==> src/rtl/dwrr_pkg.sv <==
// rtl/dwrr_pkg.sv - shared types and helpers for the DWRR dispatcher
//
// Contents:
//   state_e   : dispatcher phase, REFILL (top up current lane) or SERVE
//   sel_width : lane index width, never below 1 bit
//   def_width : deficit counter width, one bit wider than a quantum
//   sat_add   : deficit + quantum, clamped at 2^dwid-1
package dwrr_pkg;

  typedef enum logic {
    ST_REFILL = 1'b0,
    ST_SERVE  = 1'b1
  } state_e;

  function automatic int sel_width(input int n);
    return (n > 1) ? $clog2(n) : 1;
  endfunction

  function automatic int def_width(input int qwid);
    return qwid + 1;
  endfunction

  // Operands are zero-extended to 32 bits by the caller; the 33-bit sum
  // cannot overflow, so the clamp comparison is exact.
  function automatic logic [32:0] sat_add(input logic [31:0] deficit,
                                          input logic [31:0] quantum,
                                          input int          dwid);
    logic [32:0] sum;
    logic [32:0] lim;
    sum = {1'b0, deficit} + {1'b0, quantum};
    lim = (33'd1 << dwid) - 33'd1;
    return (sum > lim) ? lim : sum;
  endfunction

endpackage

==> src/rtl/deficit_counter.sv <==
// rtl/deficit_counter.sv - per-lane deficit register with saturating refill
//
// Ports:
//   i_clk, i_rst : clock, asynchronous active-high reset (deficit -> 0)
//   i_refill     : add i_quantum, clamped at 2^DWID-1
//   i_charge     : subtract PSIZE (caller guarantees deficit >= PSIZE)
//   i_quantum    : this lane's quantum, QWID bits
//   o_deficit    : current deficit, DWID bits
module deficit_counter
  import dwrr_pkg::*;
#(
  parameter int QWID  = 8,
  parameter int DWID  = 9,
  parameter int PSIZE = 8
) (
  input  logic            i_clk,
  input  logic            i_rst,
  input  logic            i_refill,
  input  logic            i_charge,
  input  logic [QWID-1:0] i_quantum,
  output logic [DWID-1:0] o_deficit
);

  logic [DWID-1:0] r_deficit;

  // Refill and charge are mutually exclusive by construction (REFILL vs SERVE).
  always_ff @(posedge i_clk or posedge i_rst) begin
    if (i_rst) begin
      r_deficit <= '0;
    end else if (i_refill) begin
      r_deficit <= DWID'(sat_add(32'(r_deficit), 32'(i_quantum), DWID));
    end else if (i_charge) begin
      r_deficit <= r_deficit - DWID'(PSIZE);
    end
  end

  assign o_deficit = r_deficit;

endmodule

==> src/rtl/dwrr_dispatcher.sv <==
// rtl/dwrr_dispatcher.sv - DWRR scatter of one packet stream onto NUM_REQS FIFOs
//
// Ports:
//   i_clk, i_rst     : clock, asynchronous active-high reset
//   i_blk            : freeze; no accept, no state change
//   i_in_vld         : input packet valid
//   i_in_data        : input packet, WIDTH bits
//   o_in_rdy         : packet accepted this cycle when high with i_in_vld
//   i_input_quantums : lane i quantum at [(i+1)*QWID-1 : i*QWID]
//   i_full           : per-lane FIFO full flags
//   o_push           : one-hot FIFO push, combinational
//   o_data_out       : shared FIFO data_in, equal to i_in_data
//   o_cur_sel        : lane currently being served
module dwrr_dispatcher
  import dwrr_pkg::*;
#(
  parameter int NUM_REQS = 4,
  parameter int WIDTH    = 8,
  parameter int QWID     = 8,
  parameter int PSIZE    = 8,
  parameter int SELW     = sel_width(NUM_REQS),
  parameter int DWID     = def_width(QWID)
) (
  input  logic                     i_clk,
  input  logic                     i_rst,
  input  logic                     i_blk,
  input  logic                     i_in_vld,
  input  logic [WIDTH-1:0]         i_in_data,
  output logic                     o_in_rdy,
  input  logic [NUM_REQS*QWID-1:0] i_input_quantums,
  input  logic [NUM_REQS-1:0]      i_full,
  output logic [NUM_REQS-1:0]      o_push,
  output logic [WIDTH-1:0]         o_data_out,
  output logic [SELW-1:0]          o_cur_sel
);

  localparam logic [DWID-1:0] L_PSIZE = DWID'(PSIZE);
  localparam logic [SELW-1:0] L_LAST  = SELW'(NUM_REQS - 1);

  state_e              r_st;
  state_e              w_st_nxt;
  logic [SELW-1:0]     r_ptr;
  logic [SELW-1:0]     w_ptr_nxt;
  logic [SELW-1:0]     w_ptr_inc;
  logic [DWID-1:0]     w_def [NUM_REQS];
  logic [DWID-1:0]     w_cur_def;
  logic                w_cur_full;
  logic                w_eligible;
  logic                w_last;
  logic [NUM_REQS-1:0] w_refill;
  logic [NUM_REQS-1:0] w_charge;

  assign w_cur_def  = w_def[r_ptr];
  assign w_cur_full = i_full[r_ptr];

  // Eligibility never looks at i_in_vld, so in_rdy stays free of it.
  assign w_eligible = (r_st == ST_SERVE) && (w_cur_def >= L_PSIZE) && !w_cur_full;

  // After this charge the lane can no longer afford another packet.
  assign w_last = (w_cur_def - L_PSIZE) < L_PSIZE;

  // Explicit wrap so non-power-of-two lane counts never visit a ghost lane.
  assign w_ptr_inc = (r_ptr == L_LAST) ? '0 : r_ptr + SELW'(1);

  // State register
  always_ff @(posedge i_clk or posedge i_rst) begin
    if (i_rst) begin
      r_st  <= ST_REFILL;
      r_ptr <= '0;
    end else begin
      r_st  <= w_st_nxt;
      r_ptr <= w_ptr_nxt;
    end
  end

  // Next-state logic; blk holds everything.
  always_comb begin
    w_st_nxt  = r_st;
    w_ptr_nxt = r_ptr;
    if (!i_blk) begin
      case (r_st)
        ST_REFILL: begin
          w_st_nxt = ST_SERVE;
        end
        ST_SERVE: begin
          // An eligible lane with no input keeps its turn; an ineligible
          // lane costs a one-cycle bubble and keeps its unused deficit.
          if (!w_eligible || (i_in_vld && w_last)) begin
            w_st_nxt  = ST_REFILL;
            w_ptr_nxt = w_ptr_inc;
          end
        end
        default: begin
          w_st_nxt = ST_REFILL;
        end
      endcase
    end
  end

  // Outputs; reset gates them directly so they drop without waiting for a clock.
  always_comb begin
    o_in_rdy = 1'b0;
    o_push   = '0;
    w_refill = '0;
    if (!i_rst && !i_blk) begin
      o_in_rdy = w_eligible;
      for (int i = 0; i < NUM_REQS; i++) begin
        if (r_ptr == SELW'(i)) begin
          o_push[i]   = w_eligible && i_in_vld;
          w_refill[i] = (r_st == ST_REFILL);
        end
      end
    end
  end

  assign w_charge   = o_push;
  assign o_data_out = i_in_data;
  assign o_cur_sel  = r_ptr;

  for (genvar g = 0; g < NUM_REQS; g++) begin : g_lane
    deficit_counter #(
      .QWID  (QWID),
      .DWID  (DWID),
      .PSIZE (PSIZE)
    ) u_deficit (
      .i_clk     (i_clk),
      .i_rst     (i_rst),
      .i_refill  (w_refill[g]),
      .i_charge  (w_charge[g]),
      .i_quantum (i_input_quantums[g*QWID +: QWID]),
      .o_deficit (w_def[g])
    );
  end

endmodule
==> config.mk <==
export PLATFORM = sky130hd
export DESIGN_NAME = dwrr_dispatcher
export DESIGN_NICKNAME = d
export VERILOG_FILES = /design/src/rtl/dwrr_pkg.sv /design/src/rtl/deficit_counter.sv /design/src/rtl/dwrr_dispatcher.sv
export SDC_FILE = /design/constraint.sdc
export NUM_CORES = 1
export LEC_CHECK = 0
export CAP_MARGIN = 20
export CORE_ASPECT_RATIO = 1.5
export CORE_MARGIN = 3
export CORE_UTILIZATION = 56
export CTS_BUF_LIST = sky130_fd_sc_hd__clkbuf_4
export DETAILED_ROUTE_END_ITERATION = 7
export GPL_TIMING_DRIVEN = 0
export PLACE_DENSITY = 0.83
export SLEW_MARGIN = 20
export SYNTH_ARGS = -nofsm -noshare
export SYNTH_HDL_FRONTEND = slang
export SYNTH_HIERARCHICAL = 1
export SYNTH_SLANG_ARGS = --single-unit
export TNS_END_PERCENT = 20
==> constraint.sdc <==
create_clock -name i_clk -period 4 [get_ports i_clk]
set_input_delay 1.2 -clock i_clk [delete_from_list [all_inputs] [get_ports i_clk]]
set_output_delay 1.2 -clock i_clk [all_outputs]
set_load 0.03 [all_outputs]
### After elaboration in Yosys (flattened, before gate mapping)

Cells that the tools add are included.
Widths: inputs -> output; s select.

| storage, ports and cells | value |
|---|---|
| input port bits | 48 |
| bits in registers | 39 |
| bits in latches | 0 |
| bits in writable memories | 0 |
| output and inout port bits | 15 |
| memories | 0 |
| ROM bits | 0 |
| logic and storage cells | 77 |

| operators by class | value |
|---|---|
| shift operators | 0 |
| order comparisons | 8 |
| reduce and logical (&&, ||, !) cells | 16 |
| add/subtract/negate cells | 10 |
| $mul | 0 |
| eq/ne operators | 3 |
| bitwise operators | 3 |
| div/mod/pow operators | 0 |
| multiplexer cells | 31 |

Operators by type and width:

| operator | number |
|---|---|
| $mux 9 | 14 |
| $sub 9x4->9 const B | 5 |
| $add 9x8->10 | 4 |
| $gt 10x9->1 const B | 4 |
| $bmux 9 s2 | 1 |
| $mux 1 | 11 |
| $ge 9x4->1 const B | 1 |
| $lt 9x4->1 const B | 1 |
| $mux 4 | 2 |
| $reduce_bool 2->1 | 4 |
| $logic_and 1x1->1 | 5 |
| $eq 2x2->1 const B | 2 |
| $logic_not 1->1 | 4 |
| $ge 3x3->1 const B | 1 |
| $lt 2x3->1 const B | 1 |
| $not 2->3 | 1 |
| $reduce_and 3->1 | 1 |
| $add 2x1->2 const B | 1 |
| $bmux 1 s2 | 1 |
| $eq 2x1->1 const B | 1 |
| $logic_not 2->1 | 1 |
| $mux 2 | 1 |
| $not 1->1 | 2 |
| $pmux 1 s2 | 1 |
| $logic_or 1x1->1 | 1 |

### Logic depth before layout (Yosys ltp)

Gate-level depths: netlist of the first run.

| logic depth | value |
|---|---|
| depth in word-level cells | 12 |
| gate-level depth with buffers | 10 |
| mapped depth without buffers | 9 |

### Modules after synthesis

The synthesis of the first run kept the hierarchy.

Modules (own cells, without submodules):

| module | sequential area each (um^2) | times used | cells an instance | area an instance (um^2) |
|---|---|---|---|---|
| deficit_counter | 225.2 | 4 | 95 | 817.0 |
| dwrr_dispatcher | 75.1 | 1 | 68 | 559.3 |

### Worst setup path after synthesis of the first run

Ideal clock, no wire load.

| path | value |
|---|---|
| path kind | input to output |
| from | input port i_full[3] |
| to | output port o_push[0] |
| path slack | -0.221 ns |
| stages | 3 |
| buffers on the path | 0 |
| arrival time | 3.021 ns |
| cells stage by stage | mux4_2 -> or3_4 -> nor3_1 |

| between the ends | value |
|---|---|
| cells in the longest elaborated chain, start to end | 7 |

RTL lines:

| item | RTL line | source |
|---|---|---|
| start, declared | dwrr_dispatcher.sv:31 | `input logic [NUM_REQS-1:0] i_full,` |
| $bmux 1 s2 | dwrr_dispatcher.sv:54 | `assign w_cur_full = i_full[r_ptr];` |
| $mux 1 (not written as such) | dwrr_dispatcher.sv:54 |  |
| $logic_not 1->1 | dwrr_dispatcher.sv:57 | `assign w_eligible = (r_st == ST_SERVE) && (w_cur_def >= L_PSIZE) && !w_cur_full;` |
| $logic_and 1x1->1 | dwrr_dispatcher.sv:57 |  |
| $logic_and 1x1->1 | dwrr_dispatcher.sv:109 | `o_push[i] = w_eligible && i_in_vld;` |
| $mux 1 | dwrr_dispatcher.sv:108 | `if (r_ptr == SELW'(i)) begin` |
| $mux 4 | dwrr_dispatcher.sv:105 | `if (!i_rst && !i_blk) begin` |
| end, declared | dwrr_dispatcher.sv:32 | `output logic [NUM_REQS-1:0] o_push,` |

Every way passes these cells. The select of a mux whose other input is x is not followed.

### Worst setup path in the final report of the first run

Same ends and word-level chain as after synthesis.

==> key figures, run 1 <==
Placement
  • Final HPWL DP: about 7 mm
  • Place WS: -1.25 ns
  • PortBufs: 54
  • Placed cells: roughly 580
  • Routability Congestion: 0.857

Timing
  • Max-slew violations: 0
  • Setup Skew: roughly 0.018 ns
  • Slew headroom: 0.553
  • Slew at the pin closest to its max-slew limit: approximately 0.67 ns
  • Upper clock frequency limit: about 250 MHz
  • Final setup violation count: 0
  • Final WS setup: 0.0106 ns
  • Final Hold Viols: 0
  • Period utilisation layout: 0.997
  • Tmin final: ~4.0 ns

Global route
  • Pin count of the biggest net entering global routing: 14
  • Grt ovf: 0
  • Antenna violations before repair: 0
  • Total GRT Usage: 0.249
  • Vias in the first global route: 3551
  • Global-route wire length before repair: about 16 mm

Pwr
  • PwrDens: between 600 and 700 nW/um^2
  • Pleak: 1.99 nW
  • VDD IR max: about 0.41 mV

Cells and area
  • Final net count: 608
  • Synthesis-to-layout area growth: 21.5%
  • Layout cells sized above 1: 0.120
  • Number of diodes: 0
  • Fill count: around 510
  • Final Non-Filler Cells: roughly 590

Logic synthesis
  • Synth area leaders: dfrtp_1, ha_1, nor2_1, a31oi_1, xor2_1
  • Async set-reset flop share out of synthesis: 1.00
  • Yosys Warn Count: 6
  • Synthesis-stage register bit count: 39
  • Primary FF master, synth: dfrtp_1
  • Mapped Nets: between 500 and 600
  • Mean Syn Cell Area: approximately 8.5 sq um
  • Synth Instances: about 450
  • Yosys top cell area share: 0.255
  • Area leader, netlist: dfrtp_1
  • EDFF count, synth: 0
  • Synthesized area: 3830 sq um
  • Unique cell type count in the Yosys netlist: 47
  • Post-synthesis sequential area ratio: 0.255

Worst setup path
  • Critical Path Start Type: input pin
  • Crit path kind: in -> out
  • Critical path peak fanout: 5
  • Crit-path slowest cell: mux4_2
  • CP max stage delay: roughly 0.5 ns
  • Critical path endpoint category: output port
  • CP required: approximately 2.8 ns
  • Crit path DAT: between 2 and 3 ns
  • Critical-path cell list: clkdlybuf4s15_1, mux4_2, or3_4, nor3_4, buf_6

Floorplan
  • Row cnt: 36
  • Die H: 107 um
  • Core footprint: approximately 6600 sq um
  • Die width: about 74 um
  • Area of the die: 7880 sq um
  • # IOs: between 60 and 70
  • Initial Utilization: 0.582

Clocking
  • TritonCTS clock tree: built
  • Clk sink count: 39
  • Clock transition at path regs: roughly 0.13 ns
  • Hold buffers post-CTS: 0
  • Worst-Skew Late Latency: ~0.37 ns
  • Clock Tree Buf Depth: 2
  • Root buf cell: clkbuf_4
  • H-tree depth: 2
  • Number of CTS-inserted buffers: 5

Outcome
  • Status: complete, no violations

Drt
  • Drc violations: 0
  • DRT Wirelength: approximately 9.6 mm
  • DR pass1 iterations: 5
  • Routed Antenna Nets: 0
  • 1st-iter DRT viols: roughly 350
  • Via/cell ratio: roughly 6.2
  • Avg WL per Cell: 16.3 um
  • Vias: between 3000 and 4000

Worst hold path
  • Hold crit path type: reg -> reg

Flow run
  • Max-capacitance violation count: 0
-- cells in the final DEF, fill, tap and decap left out, types with 5 or more instances in the layout --
cell and instances:
nand3_1 12, xor2_1 20, o21ai_0 16, nor2_1 51
xnor2_1 12, nor2b_1 10, a21oi_1 32, nand2_1 17
and2_1 8, ha_1 40, nor4b_1 7, a211o_1 6
clkbuf_4 5, clkbuf_1 8, o21a_1 8, a21o_1 8
buf_4 19, nor3_1 11, dfrtp_1 39, inv_1 27
clkdlybuf4s50_1 45, a31oi_1 28
-- power by group --
group	total (mW)	internal [mW]	leakage (nW)	switching [mW]
clock network	0.287	0.132	0.0452	0.155
logic	2.00	0.910	1.49	1.09
registers	0.886	0.590	0.453	0.297
-- registers in the layout (all words and copies together), names as in the netlist --
name                        flops
r_st                            1
g_lane.u_deficit/o_deficit     36
o_cur_sel                       2
-- per-layer routing --
metal	track usage	routed length (um)	share of wire	vias to the layer above
met5	0	0	0	-
met4	0.0920	229	0.024	0
met3	0.0290	496	0.051	24
met2	0.458	5090	0.53	147
met1	0.285	3830	0.40	1743
li1	-	-	-	1781
-- synthesized netlist by cell type, types with 2 or more instances --
master	number
or4b_4	4
o22ai_1	4
nor3b_1	2
nand3b_1	4
nor2_1	51
nand4b_1	4
nor2b_1	10
nor2_2	4
a211o_1	6
or2_2	4
fa_1	4
a21oi_2	5
o21a_1	8
a21oi_1	32
o41ai_1	4
clkbuf_1	8
buf_4	9
nor3_1	15
o31a_1	4
a31oi_1	28
a21o_1	8
a211oi_1	2
nand2b_1	5
o221ai_1	2
nand4_1	4
xor2_1	20
a221oi_2	4
ha_1	40
xnor2_1	12
nor4_1	2
nor3_2	4
o21ai_0	16
nor4b_1	7
dfrtp_1	39
and2_1	8
nand3_1	12
inv_1	27
nand2_1	17
-- worst max-delay path, delay by kind of cell --
family | cells | cell delay, ns
buffers and inverters | 2 | 0.37
multiplexers | 1 | 0.51
AND/OR/NAND/NOR | 2 | 0.70
-- area by class of cell --
| cell class | count | area (sq um) | share of cell area |
|---|---|---|---|
| Buffer | 17 | 97.6 | 0.0210 |
| Clock buffer | 5 | 37.5 | 0.00807 |
| Clock inverter | 3 | 43.8 | 0.00942 |
| Inverter | 27 | 101 | 0.0218 |
| Multi-Input combinational cell | 365 | 2710 | 0.583 |
| Sequential cell | 39 | 976 | 0.210 |
| Tap cell | 76 | 95.1 | 0.0204 |
| Timing Repair Buffer | 61 | 587 | 0.126 |
-- worst paths after layout --
check                                                    to  slack (ns)                        startpoint  cells after the start
setup / recovery                                  o_push[0]        0.01                         i_full[3]                      5
hold / removal             g_lane[2].u_deficit/o_deficit[0]        0.55  g_lane[2].u_deficit/o_deficit[0]                      2
setup reg to reg           g_lane[3].u_deficit/o_deficit[8]        0.63                      o_cur_sel[0]                     12
hold reg to reg            g_lane[2].u_deficit/o_deficit[0]        0.55  g_lane[2].u_deficit/o_deficit[0]                      2
max in group asynchronous  g_lane[2].u_deficit/o_deficit[8]        2.38                             i_rst                      2
min in group asynchronous                              r_st        1.21                             i_rst                      2
-- cell families (layout without fill, tap and decap cells) --
| logic type | count (synthesis) | in the layout | synth area share |
|---|---|---|---|
| buf+inv | 44 | 113 | 0.0520 |
| fa+ha+maj | 44 | 44 | 0.152 |
| simple gates | 161 | 161 | 0.234 |
| flops | 39 | 39 | 0.255 |
| xor+xnor | 32 | 32 | 0.0732 |
| compound gates | 125 | 125 | 0.219 |
| mux | 3 | 3 | 0.0154 |
-- what timing repair did --
action	in CTS	in global routing
setup endpoints to repair	6	5
pin swaps	5	2
buffers inserted	6	1
resized for setup	45	4
-- per-stage QoR --
stage | util | power [mW] | area, sq um | hold WS (ns) | TNS, ns
CTS | 0.703 | 3.13 | 4630 | 0.555 | 0
global route | 0.707 | 3.45 | 4650 | 0.581 | -0.0110
detailed placement | 0.679 | 2.81 | 4460 | 0.524 | -7.95
floorplan | - | 2.34 | 3830 | 0.493 | -1.51
global placement | 0.679 | 2.72 | 4460 | 0.511 | -7.21
finish | 0.707 | 3.18 | 4650 | 0.550 | 0
No activity file was read; power rests on OpenSTA's default activity.
==> run 2, diff against run 1 <==
==> constraint.sdc (replaced) <==
create_clock -name i_clk -period 4.3 [get_ports i_clk]
set_input_delay 1.29 -clock i_clk [delete_from_list [all_inputs] [get_ports i_clk]]
set_output_delay 1.29 -clock i_clk [all_outputs]
set_load 0.03 [all_outputs]
==> key figures, run 2 (synthesis gave the netlist of run 1 again) <==
Outcome
  • Status: complete, no violations

Worst setup path
  • Crit-path slowest cell: mux4_2
  • Critical path endpoint category: output port
  • Crit-path leading delay family: simple AND/OR/NAND/NOR gates
  • CP max stage delay: ~0.50 ns
  • CP bufs+invs: 2
  • End of the critical path: o_push[0]
  • Crit path kind: in -> out
  • Worst R2R Setup Slack: between 0.9 and 1 ns
  • CP required: around 3 ns
  • Worst Setup SP: i_full[3]
  • Critical-path cell list: dlygate4sd2_1, mux4_2, or3_4, nor3_4, buf_6
  • Critical path peak fanout: 5
  • Worst r2r path cells: 12
  • Critical Path Start Type: input pin
  • R2r startpoint: o_cur_sel[0]
  • Crit path DAT: just under 3 ns
  • R2R Path End: g_lane[3].u_deficit/o_deficit[8]
  • Cell count along the critical path: 5

Drt
  • Via/cell ratio: between 6 and 7
  • Vias: ~3700
  • Drc violations: 0
  • DRT Wirelength: 9.67 mm
  • 1st-iter DRT viols: between 300 and 400
  • DR pass1 iterations: 5
  • Routed Antenna Nets: 0
  • Avg WL per Cell: 16.3 um

Cells and area
  • Number of diodes: 0
  • Fill count: a little over 500
  • Multi-input logic area: 2700 sq um
  • Post-layout util: 0.703
  • Synthesis-to-layout area growth: 20.8%
  • Reg area: 976 sq um
  • Final std cell area, no fill: between 4000 and 5000 sq um
  • Final net count: about 610
  • Most frequent cells in the layout: nor2_1, clkdlybuf4s50_1, ha_1
  • Layout cells sized above 1: 0.116
  • Final Non-Filler Cells: 592
  • Max reg flops: 36
  • Commonest non-fill, non-tap cell in the layout: nor2_1

Clocking
  • Clock transition at path regs: 0.13 ns
  • Worst-Skew Late Latency: about 0.37 ns
  • H-tree depth: 2
  • Clk sink count: 39
  • TritonCTS clock tree: built
  • Clock Tree Buf Depth: 2
  • Hold buffers post-CTS: 0
  • Number of CTS-inserted buffers: 5
  • Root buf cell: clkbuf_4

Timing
  • Setup Skew: roughly 0.018 ns
  • Final WS setup: ~0.10 ns
  • Tmin final: 4.20 ns
  • Sum Neg Setup Slack: 0 ns
  • Max-slew violations: 0
  • WHS: 0.550 ns
  • Final Hold Viols: 0
  • RSZ-0062 raised after global routing: false
  • Upper clock frequency limit: 238 MHz
  • Slew headroom: 0.623
  • Slew at the pin closest to its max-slew limit: around 0.57 ns
  • Period utilisation layout: 0.976
  • Final setup violation count: 0

Floorplan
  • Row cnt: 36
  • # IOs: 63
  • Die width: about 74 um
  • Area of the die: 7880 sq um
  • Core footprint: roughly 6600 sq um
  • Initial Utilization: 0.582
  • Die H: roughly 110 um

Flow run
  • Max-capacitance violation count: 0

Placement
  • Final HPWL DP: between 7 and 8 mm
  • Area of placed instances: between 4000 and 5000 sq um
  • Placed cells: 578
  • PortBufs: 54
  • Routability Congestion: approximately 0.86
  • Place WS: -1.13 ns

Pwr
  • Power Total: 2.94 mW
  • PwrDens: between 600 and 700 nW/um^2
  • Pleak: about 2.0 nW
  • VDD IR max: between 0.3 and 0.4 mV

Global route
  • Grt ovf: 0
  • Antenna violations before repair: 0
  • Total GRT Usage: 0.249
  • Pin count of the biggest net entering global routing: 14
  • Vias in the first global route: roughly 3600
  • Global-route wire length before repair: ~16 mm

Worst hold path
  • Hold Startpoint: g_lane[2].u_deficit/o_deficit[0]
  • Hold crit path type: reg -> reg
run 2: per-layer routing:
| layer | GRT usage | vias to the layer above | part of all wire |
|---|---|---|---|
| li1 | - | 1775 | - |
| met1 | 0.285 | 1760 | 0.40 |
| met2 | 0.458 | 124 | 0.53 |
| met3 | 0.0290 | 23 | 0.043 |
| met4 | 0.0920 | 0 | 0.024 |
| met5 | 0 | - | 0 |
run 2: final cells by class:
type | instances | area share
clock inverter | 3 | 0.00947
timing repair buffer | 60 | 0.124
inverter | 27 | 0.0219
multi-input combinational | 365 | 0.583
tap | 76 | 0.0206
buffer | 17 | 0.0211
clock buffer | 5 | 0.00812
sequential | 39 | 0.211
run 2: report_power, final:
| part | switching [mW] | internal (mW) | total, mW |
|---|---|---|---|
| Sequential | 0.270 | 0.549 | 0.818 |
| Clock | 0.145 | 0.122 | 0.267 |
| Combinational | 1.02 | 0.838 | 1.85 |
| Total | 1.43 | 1.51 | 2.94 |
run 2: how the worst min path moves through the flow:
stage	end	depth (start not counted)
after global routing	g_lane[3].u_deficit/o_deficit[2]	2
after detailed placement	g_lane[2].u_deficit/o_deficit[0]	2
after global placement	g_lane[2].u_deficit/o_deficit[0]	2
final	g_lane[2].u_deficit/o_deficit[0]	2
after floorplan	g_lane[0].u_deficit/o_deficit[0]	2
after CTS	g_lane[2].u_deficit/o_deficit[0]	2
run 2: timing repair:
item	CTS	global route
endpoints found under the setup margin	5	0
resized for setup	44	0
buffers inserted	6	0
run 2: worst reg2reg max path, stage by stage, from the launching register on:
cell and delay [ns]:
dfrtp_1 0.61, buf_4 0.26, nor4_1 0.09, o221ai_1 0.46, a21oi_2 0.28, nor3_4 0.32, buf_4 0.18, buf_4 0.12
or4b_4 0.48, nor3_2 0.12, nor2_1 0.06, a211o_1 0.25, o21ai_0 0.07
